<file path="config.mk">
export PLATFORM = sky130hd
export DESIGN_NAME = sseg_display_arbiter
export DESIGN_NICKNAME = d
export VERILOG_FILES = /design/src/rtl/sseg_display_arbiter_pkg.sv /design/src/rtl/sseg_display_arbiter_rr_pick.sv /design/src/rtl/sseg_display_arbiter.sv
export SDC_FILE = /design/constraint.sdc
export NUM_CORES = 1
export LEC_CHECK = 0
export ABC_AREA = 1
export BUFFER_PORTS_ARGS = -buffer_cell sky130_fd_sc_hd__buf_2
export CORE_ASPECT_RATIO = 0.5
export CORE_MARGIN = 4
export CORE_UTILIZATION = 26
export CTS_BUF_LIST = sky130_fd_sc_hd__clkbuf_2
export CTS_CLUSTER_DIAMETER = 200
export CTS_CLUSTER_SIZE = 25
export DETAILED_ROUTE_END_ITERATION = 10
export GPL_TIMING_DRIVEN = 0
export SLEW_MARGIN = 20
export SYNTH_ARGS = -nofsm -noshare
export SYNTH_HDL_FRONTEND = slang
export SYNTH_SLANG_ARGS = --single-unit
export TNS_END_PERCENT = 20
</file>
<file path="constraint.sdc">
create_clock -name clk -period 1.9 [get_ports clk]
set_input_delay 0.38 -clock clk [delete_from_list [all_inputs] [get_ports clk]]
set_output_delay 0.38 -clock clk [all_outputs]
set_load 0.02 [all_outputs]
</file>
<file path="src/rtl/sseg_display_arbiter_pkg.sv">
// Shared types and constants for the seven-segment display arbiter.
// State encodings, the default idle digit word and pointer-width helper.
package sseg_display_arbiter_pkg;

    typedef enum logic [1:0] {
        ST_IDLE = 2'd0,
        ST_HOLD = 2'd1,
        ST_OWN  = 2'd2
    } state_t;

    localparam logic [15:0] DEFAULT_IDLE_PATTERN = 16'h0000;

    function automatic int ptr_width(input int n);
        return (n > 1) ? $clog2(n) : 1;
    endfunction

endpackage

</file>
<file path="src/rtl/sseg_display_arbiter_rr_pick.sv">
// Combinational cyclic priority encoder: first set mask bit at or after start,
// wrapping past N_REQ-1 back to 0. start is assumed to be below N_REQ.
module sseg_display_arbiter_rr_pick #(
    parameter int N_REQ = 3,
    parameter int PTR_W = 2
) (
    input  logic [N_REQ-1:0] mask,
    input  logic [PTR_W-1:0] start,
    output logic             valid,
    output logic [N_REQ-1:0] onehot,
    output logic [PTR_W-1:0] idx
);

    logic [PTR_W-1:0] cand;

    // Walk offsets from farthest to nearest so the nearest hit wins.
    always_comb begin
        valid  = 1'b0;
        onehot = '0;
        idx    = '0;
        cand   = '0;
        for (int off = N_REQ - 1; off >= 0; off--) begin
            if (int'(start) + off >= N_REQ) begin
                cand = PTR_W'(int'(start) + off - N_REQ);
            end else begin
                cand = PTR_W'(int'(start) + off);
            end
            if (mask[cand]) begin
                valid       = 1'b1;
                idx         = cand;
                onehot      = '0;
                onehot[cand] = 1'b1;
            end
        end
    end

endmodule

</file>
<file path="src/rtl/sseg_display_arbiter.sv">
// Round-robin owner arbitration of the 4-digit seven-segment display with a minimum hold.
// Optional high-priority preemption by requester 0 when SSEG_ARB_PREEMPT_EN is defined.
module sseg_display_arbiter
    import sseg_display_arbiter_pkg::*;
#(
    parameter int          N_REQ        = 3,
    parameter int          MIN_HOLD     = 50_000_000,
    parameter int          CNT_W        = 26,
    parameter logic [15:0] IDLE_PATTERN = DEFAULT_IDLE_PATTERN
) (
    input  logic                  clk,
    input  logic                  rst,
    input  logic [N_REQ-1:0]      req,
    input  logic [16*N_REQ-1:0]   data_in,
    input  logic [N_REQ-1:0]      dp_in,
    output logic [N_REQ-1:0]      grant,
    output logic [15:0]           D,
    output logic                  dp_check,
    output logic                  busy
);

    localparam int PTR_W = ptr_width(N_REQ);

    state_t           state;
    logic [CNT_W-1:0] hold_cnt;
    logic [PTR_W-1:0] rr_ptr;
    logic [PTR_W-1:0] owner_idx;

    logic [15:0]      words [N_REQ];
    logic             pick_valid;
    logic [N_REQ-1:0] pick_onehot;
    logic [PTR_W-1:0] pick_idx;
    logic [PTR_W-1:0] ptr_after_pick;
    logic             hold_done;
    logic             expired;
    logic             owner_req;
    logic             preempt;
    logic             owner0_locked;
    logic             do_switch;
    logic             do_release;

    for (genvar g = 0; g < N_REQ; g++) begin : g_words
        assign words[g] = data_in[16*g +: 16];
    end

    // In IDLE grant is zero, so one masked picker serves both IDLE and OWN.
    sseg_display_arbiter_rr_pick #(
        .N_REQ (N_REQ),
        .PTR_W (PTR_W)
    ) u_pick (
        .mask   (req & ~grant),
        .start  (rr_ptr),
        .valid  (pick_valid),
        .onehot (pick_onehot),
        .idx    (pick_idx)
    );

    assign ptr_after_pick = (pick_idx == PTR_W'(N_REQ - 1)) ? '0 : pick_idx + 1'b1;
    assign hold_done      = (hold_cnt == CNT_W'(MIN_HOLD - 1));
    assign owner_req      = req[owner_idx];

`ifdef SSEG_ARB_PREEMPT_EN
    logic req0_q;

    always_ff @(posedge clk) begin
        if (rst) begin
            req0_q <= 1'b0;
        end else begin
            req0_q <= req[0];
        end
    end

    assign preempt       = req[0] & ~req0_q;
    assign owner0_locked = grant[0] & req[0];
`else
    assign preempt       = 1'b0;
    assign owner0_locked = 1'b0;
`endif

    // The last HOLD cycle is judged like OWN, so a contended grant lasts exactly MIN_HOLD cycles.
    assign expired = (state == ST_OWN) || ((state == ST_HOLD) && hold_done);

    always_comb begin
        do_switch  = 1'b0;
        do_release = 1'b0;
        if (state == ST_IDLE) begin
            do_switch = pick_valid;
        end else if (expired) begin
            if (pick_valid && !owner0_locked) begin
                do_switch = 1'b1;
            end else if (!owner_req) begin
                do_release = 1'b1;
            end
        end
    end

    always_ff @(posedge clk) begin
        if (rst) begin
            state     <= ST_IDLE;
            hold_cnt  <= '0;
            rr_ptr    <= '0;
            owner_idx <= '0;
            grant     <= '0;
            D         <= IDLE_PATTERN;
            dp_check  <= 1'b0;
            busy      <= 1'b0;
        end else if (preempt) begin
            state     <= ST_HOLD;
            hold_cnt  <= '0;
            owner_idx <= '0;
            grant     <= N_REQ'(1);
            D         <= words[0];
            dp_check  <= dp_in[0];
            busy      <= 1'b1;
        end else if (do_switch) begin
            state     <= ST_HOLD;
            hold_cnt  <= '0;
            rr_ptr    <= ptr_after_pick;
            owner_idx <= pick_idx;
            grant     <= pick_onehot;
            D         <= words[pick_idx];
            dp_check  <= dp_in[pick_idx];
            busy      <= 1'b1;
        end else if (do_release) begin
            state     <= ST_IDLE;
            hold_cnt  <= '0;
            grant     <= '0;
            D         <= IDLE_PATTERN;
            dp_check  <= 1'b0;
            busy      <= 1'b0;
        end else begin
            if (state == ST_HOLD) begin
                hold_cnt <= hold_cnt + 1'b1;
                if (hold_done) begin
                    state <= ST_OWN;
                end
            end
            // Live updates only while the owner still asserts req; otherwise the word freezes.
            if (busy && owner_req) begin
                D        <= words[owner_idx];
                dp_check <= dp_in[owner_idx];
            end
        end
    end

endmodule

</file>
Word level (Yosys, flattened, before mapping)
Cells that the tools add are included.
{"block": "word_totals", "register_bits": 53, "output_inout_bits": 21, "word_cells": 109}
{"block": "op_classes", "n_addsub": 7, "order_cmp": 13, "n_eq_ne": 4, "muxes": 58, "bitwise_logic": 4, "reduce_logical": 14}
{"cell": "$mux 16", "count": 7}
{"cell": "$bmux 16 s2", "count": 2}
{"cell": "$mux 1", "count": 28}
{"cell": "$add 26x1->26 const B", "count": 1}
{"cell": "$eq 26x26->1 const B", "count": 1}
{"cell": "$lt 2x3->1 const B", "count": 5}
{"cell": "$mux 3", "count": 5}
{"cell": "$mux 2", "count": 7}
{"cell": "$bmux 1 s2", "count": 6}
{"cell": "$reduce_bool 3->1", "count": 3}
{"cell": "$demux 1 s2", "count": 3}
{"cell": "$ge 2x1->1 const B", "count": 3}
{"cell": "$ge 3x2->1 const B", "count": 2}
{"cell": "$ge 3x3->1 const B", "count": 2}
{"cell": "$not 2->3", "count": 2}
{"cell": "$logic_and 1x1->1", "count": 5}
{"cell": "$eq 2x2->1 const B", "count": 2}
{"cell": "$reduce_and 2->1", "count": 2}
{"cell": "$sub 2x1->2 const B", "count": 2}
{"cell": "$add 2x1->3 const B", "count": 1}
{"cell": "$add 2x2->3 const B", "count": 1}
{"cell": "$and 3x3->3", "count": 1}
{"cell": "$not 3->3", "count": 1}
{"cell": "$reduce_or 3->1", "count": 1}
{"cell": "7 further kinds", "count": 7}

Logic depth before layout (Yosys ltp)
{"block": "logic_depth", "word_depth": 13, "ltp_mapped": 16}

By module
A second synthesis with hierarchy kept.
{"block": "unflattened", "cells_unflattened": 618, "hier_area_um2": 3737.3}
{"mod": "sseg_display_arbiter", "n_inst": 1, "cells_per_inst": 554, "area_per_inst_um2": 3408.3, "seq_area_each_um2": 1061.0}
{"mod": "sseg_display_arbiter_rr_pick", "n_inst": 1, "cells_per_inst": 64, "area_per_inst_um2": 329.1, "seq_area_each_um2": 0.0}

Worst setup path before layout
OpenSTA, ideal clock, no wires.
{"block": "synth_path", "kind": "reg2reg", "start": "register rr_ptr[0]", "end": "register D[3]", "arrival_time_ns": 1.788, "required_ns": 1.791, "setup_slack_ns": 0.003, "stages_incl_launch_ff": 15, "n_path_buf": 1, "period_less_slack_ns": 1.897, "path_cell_list": "dfxtp_1 -> inv_1 -> ha_1 -> inv_2 -> nand3_1 -> nand3_1 -> nand2_2 -> nand3_2 -> nand2_4 -> buf_2 -> nand4_1 -> nand2_1 -> clkinv_1 -> nand2_1 -> inv_1"}
{"block": "synth_via", "elab_chain_cells": 13, "word_cells_on_any_way": 36, "cone_classes": "add/sub: 5; order compare: 3; mux: 26; bitwise: 1; reduce/logical: 1"}
{"item": "start, declared", "line": "sseg_display_arbiter.sv:26", "text": "logic [PTR_W-1:0] rr_ptr;"}
{"item": "start signal, assigned", "line": "sseg_display_arbiter.sv:118", "text": "rr_ptr <= ptr_after_pick;"}
{"item": "$add 2x2->3", "line": "sseg_display_arbiter_rr_pick.sv:24, sseg_display_arbiter_rr_pick.sv:26"}
{"item": "$ge 3x2->1 or $sub 2x1->2 (tied branches)", "line": "sseg_display_arbiter_rr_pick.sv:23, sseg_display_arbiter_rr_pick.sv:24"}
{"item": "$mux 2", "line": "sseg_display_arbiter_rr_pick.sv:23", "text": "if (int'(start) + off >= N_REQ) begin"}
{"item": "$bmux 1 s2", "line": "sseg_display_arbiter_rr_pick.sv:28", "text": "if (mask[cand]) begin"}
{"item": "$mux 1 (not written as such)", "line": "sseg_display_arbiter_rr_pick.sv:28"}
{"item": "$mux 2 or $mux 1 (tied branches) (3 in series)", "line": "sseg_display_arbiter_rr_pick.sv:28"}
{"item": "$not 2->3 (not written as such) or $mux 1 (tied branches)", "line": "sseg_display_arbiter.sv:121, sseg_display_arbiter.sv:89"}
{"item": "$bmux 16 s2 or $mux 1 (tied branches)", "line": "sseg_display_arbiter.sv:121, sseg_display_arbiter.sv:88"}
{"item": "$mux 16 (not written as such) or $mux 1 (tied branches)", "line": "sseg_display_arbiter.sv:121, sseg_display_arbiter.sv:86"}
{"item": "$mux 16, on equally long branches", "line": "sseg_display_arbiter.sv:121, sseg_display_arbiter.sv:124"}
{"item": "$mux 16", "line": "sseg_display_arbiter.sv:115", "text": "end else if (do_switch) begin"}
{"item": "end signal, assigned", "line": "sseg_display_arbiter.sv:112", "text": "D <= words[0];"}
{"item": "end signal, assigned", "line": "sseg_display_arbiter.sv:121", "text": "D <= words[pick_idx];"}
{"item": "end signal, assigned", "line": "sseg_display_arbiter.sv:140", "text": "D <= words[owner_idx];"}
{"item": "end, declared", "line": "sseg_display_arbiter.sv:17", "text": "output logic [15:0] D,"}
Several ways; a longest one is shown, not always the timed one. The select of a mux whose other input is x is not followed.
A chain may end at the register's enable or synchronous reset.

Worst setup path in the final report
{"block": "layout_path", "start": "register hold_cnt[0]", "end": "register D[13]"}
{"block": "layout_via", "elab_chain_cells": 7, "word_cells_on_any_way": 10, "cone_classes": "eq/ne: 1; mux: 6; reduce/logical: 3"}
{"item": "start, declared", "line": "sseg_display_arbiter.sv:25", "text": "logic [CNT_W-1:0] hold_cnt;"}
{"item": "start signal, assigned", "line": "sseg_display_arbiter.sv:133", "text": "hold_cnt <= hold_cnt + 1'b1;"}
{"item": "$eq 26x26->1 (*)", "line": "sseg_display_arbiter.sv:59", "text": "assign hold_done = (hold_cnt == CNT_W'(MIN_HOLD - 1));"}
{"item": "$logic_and 1x1->1 (*)", "line": "sseg_display_arbiter.sv:81", "text": "assign expired = (state == ST_OWN) || ((state == ST_HOLD) && hold_done);"}
{"item": "$logic_or 1x1->1 (*)", "line": "sseg_display_arbiter.sv:81"}
{"item": "$mux 1", "line": "sseg_display_arbiter.sv:88", "text": "end else if (expired) begin"}
{"item": "$mux 1", "line": "sseg_display_arbiter.sv:86", "text": "if (state == ST_IDLE) begin"}
{"item": "$mux 16", "line": "sseg_display_arbiter.sv:124", "text": "end else if (do_release) begin"}
{"item": "$mux 16", "line": "sseg_display_arbiter.sv:115"}
Mark *: on every way between the ends. The rest lies on a longest branch, timed or not.

==> results.txt <==
Clock Path Buffers - 2
WP data required - 2350 ps
Routed wire per std cell - 13.6 µm
post-synthesis sequential area ratio - 27.6%
part of the cycle the worst path needs - 101%
Power Density - 1650 mW/mm²
Pre-antenna DRT Iters - 4
met1 global-route usage - 18.3%
port bufs - 76
leakage - 2.42 nW
Die Area - 0.0169 mm²
Reg2Reg Depth - 15
Final Wtd Congestion - 0.849
Clock H-tree levels - 2
Die H - 93.9 µm
final setup fails - 4
Die X - 180 µm
cell repeated most along the worst path - nand2_1
Pwr Total - 8.54 mW
post-route setup TNS - -61.3 ps
GRT Overall Usage - 14.5%
Hold Crit Start - rst
CTS clock-pin slew for the worst setup and hold paths - 280 ps
end of the worst hold path - rr_ptr[1]
origin of the worst setup path - hold_cnt[0]
Fin. Hold Viols - 0
final WL - 12900 µm
Cell Count, Final, Fillers Out - 954
layout cell share with drive strength beyond 1 - 28.6%
post-layout min period - 1930 ps
first-pass GRT wire length - 20400 µm
run status - finished with violations
CP max stage delay - 430 ps
CTS Root Buffer Type - clkbuf_2
Most Crowded Layer GR - met2
RR Endpoint - D[13]
Slew @ Worst Pin - 616 ps
count of pins over their slew limit - 0
yosys warns - 0
Antenna Nets Post-Route - 0
Clock Latency Late Sink - 480 ps
CP max FO - 4
via/cell ratio - 4.80
initial DRC count - 278
# rows - 31
Overflow after GRT - 0
syn nets - 694
CTS tree - built
CP Cell Sequence - ha_4 -> nand2_4 -> nor2_4 -> nand3_1 -> nor2_1 -> nand2_1 -> nand2_2 -> nand2_8 -> buf_12 -> nor2_8 -> buf_4 -> nand2_1 -> nand3_1 -> nand2_1 -> inv_1
grt met2 use - 24.1%
total CTS buffers - 5
met3 global-route usage - 3.29%
synthesized cell area - 0.00384 mm²
Hold Crit Class - primary input to flop
CTS Hold Bufs - 0
r2r setup slk - -30 ps
vias in the first global route - 4252
# DRC - 0
overall via count from detail_route - 4575
placed cells - 909
Max Cap Viol - 0
FFs w/ async S/R, synth - 0%
CP endpoint kind - flop
critical path class - flop to flop
fin worst setup slack - -27.2 ps
synthesized instance count - 635
Initial Util - 26.5%
WHS - 164 ps
largest net degree at the start of global routing - 18
Syn Area/Cell - 6.04 µm²
Startpoint Class - flop
WP data arrival - 2380 ps
Max VDD drop - 0.783 mV
Final Cell Area - 0.00517 mm²
slowest cell on the critical path - dfxtp_2
post-synthesis to final-layout area growth - 34.8%
initial antenna violation count - 1
failing checks - setup timing
headroom to the max-slew limit - 58.9%
final layout net count - 810
fin util - 35.8%
Final HPWL DP - 9170 µm
num ports - 77
core area - 0.0145 mm²
Sink Count - 53
Seq cells post-synth - 53
Post-synth EDFFs - 0
fmax - 0.519 GHz
RSZ-0062 raised after global routing - yes
reg2reg start - hold_cnt[0]
Top FF cell, synth - dfxtp_1
hold path depth - 2
Placement Setup Slack - -456 ps
clk_skew - 40.6 ps
DP Area - 0.00447 mm²
Cell variety after synth - 38
-- cells in the final DEF, fill, tap and decap left out, types with 10 or more instances in the layout --
cell,synthesis,routed
nand3_2,3,12
xor2_1,10,10
inv_1,87,83
a21oi_1,14,12
nand2_1,184,178
nand4_1,21,21
nand3_1,75,63
o2111ai_1,17,17
buf_2,12,77
o21ai_0,29,25
dfxtp_1,53,38
buf_4,1,35
nor2_1,51,48
nor3_1,15,13
dfxtp_2,0,13
-- metal layers --
| layer | wire (µm) | share of wire [%] |
|---|---|---|
| met3 | 843 | 6.5 |
| met5 | 0 | 0 |
| met2 | 6110 | 47 |
| met1 | 5740 | 44 |
| met4 | 249 | 1.9 |
-- cells by family after synthesis --
logic type	synth area share [%]
AO/OA/AOI/OAI	11.3
XOR/XNOR	2.51
adder cells (fa/ha/maj)	0.978
buffers and inverters	13.1
flip-flops	27.6
AND/OR/NAND/NOR	44.4
-- state kept, by name, summed over array words and instances, names as in the netlist --
signal / count
grant: 3
rr_ptr: 2
owner_idx: 2
state: 2
busy: 1
dp_check: 1
D: 16
hold_cnt: 26
-- cells in the mapped netlist (all sizes together), types with 2 or more instances --
cell     number  share of area, %
nand2       193                20
inv          91               8.9
nand3        78                11
nor2         59               7.4
dfxtp        53                28
o21ai        31               4.1
nand4        21               3.4
buf          18               2.6
o2111ai      17               3.9
a21oi        15               2.2
nor3         15               2.0
xor2         10               2.3
clkbuf        8              0.78
clkinv        8              0.78
nor3b         4              0.78
ha            3              0.98
a211oi        2              0.39
o22ai         2              0.33
-- final cells by class --
cell class	count	area (µm²)
tap	198	248
multi-input combinational	457	2510
sequential	53	1080
buffer	25	210
inverter	99	377
timing repair buffer	110	688
antenna	4	10.0
fill	1564	9290
clock inverter	3	17.5
clock buffer	5	25.0
-- critical path, delay by kind of cell, from the launching register on --
kind	cells	cell delay [ps]
adder cells (fa/ha/maj)	1	160
buffers and inverters	3	330
flip-flops	1	430
AND/OR/NAND/NOR	11	990
-- worst max-delay path by stage --
stage	endpoint	slack, ps	cells past startpoint
final	D[13]	-30	15
after global placement	D[8]	-450	14
after detailed placement	D[8]	-460	14
after CTS	D[13]	-10	16
after floorplan	D[3]	3	14
after global routing	D[6]	-140	15
-- timing repair --
action                     4_1_cts  5_1_grt
setup endpoints to repair       53       52
hold endpoints to repair         0        0
pin swaps                       15       11
setup buffers                   21       11
cloned                           2        0
resized for setup               61       53
-- power breakdown --
part | internal (mW) | switching (mW) | total [mW]
clock | 0.0873 | 0.387 | 0.474
combinational | 2.69 | 3.88 | 6.57
sequential | 1.35 | 0.149 | 1.50
(Power assumes the default switching activity.)
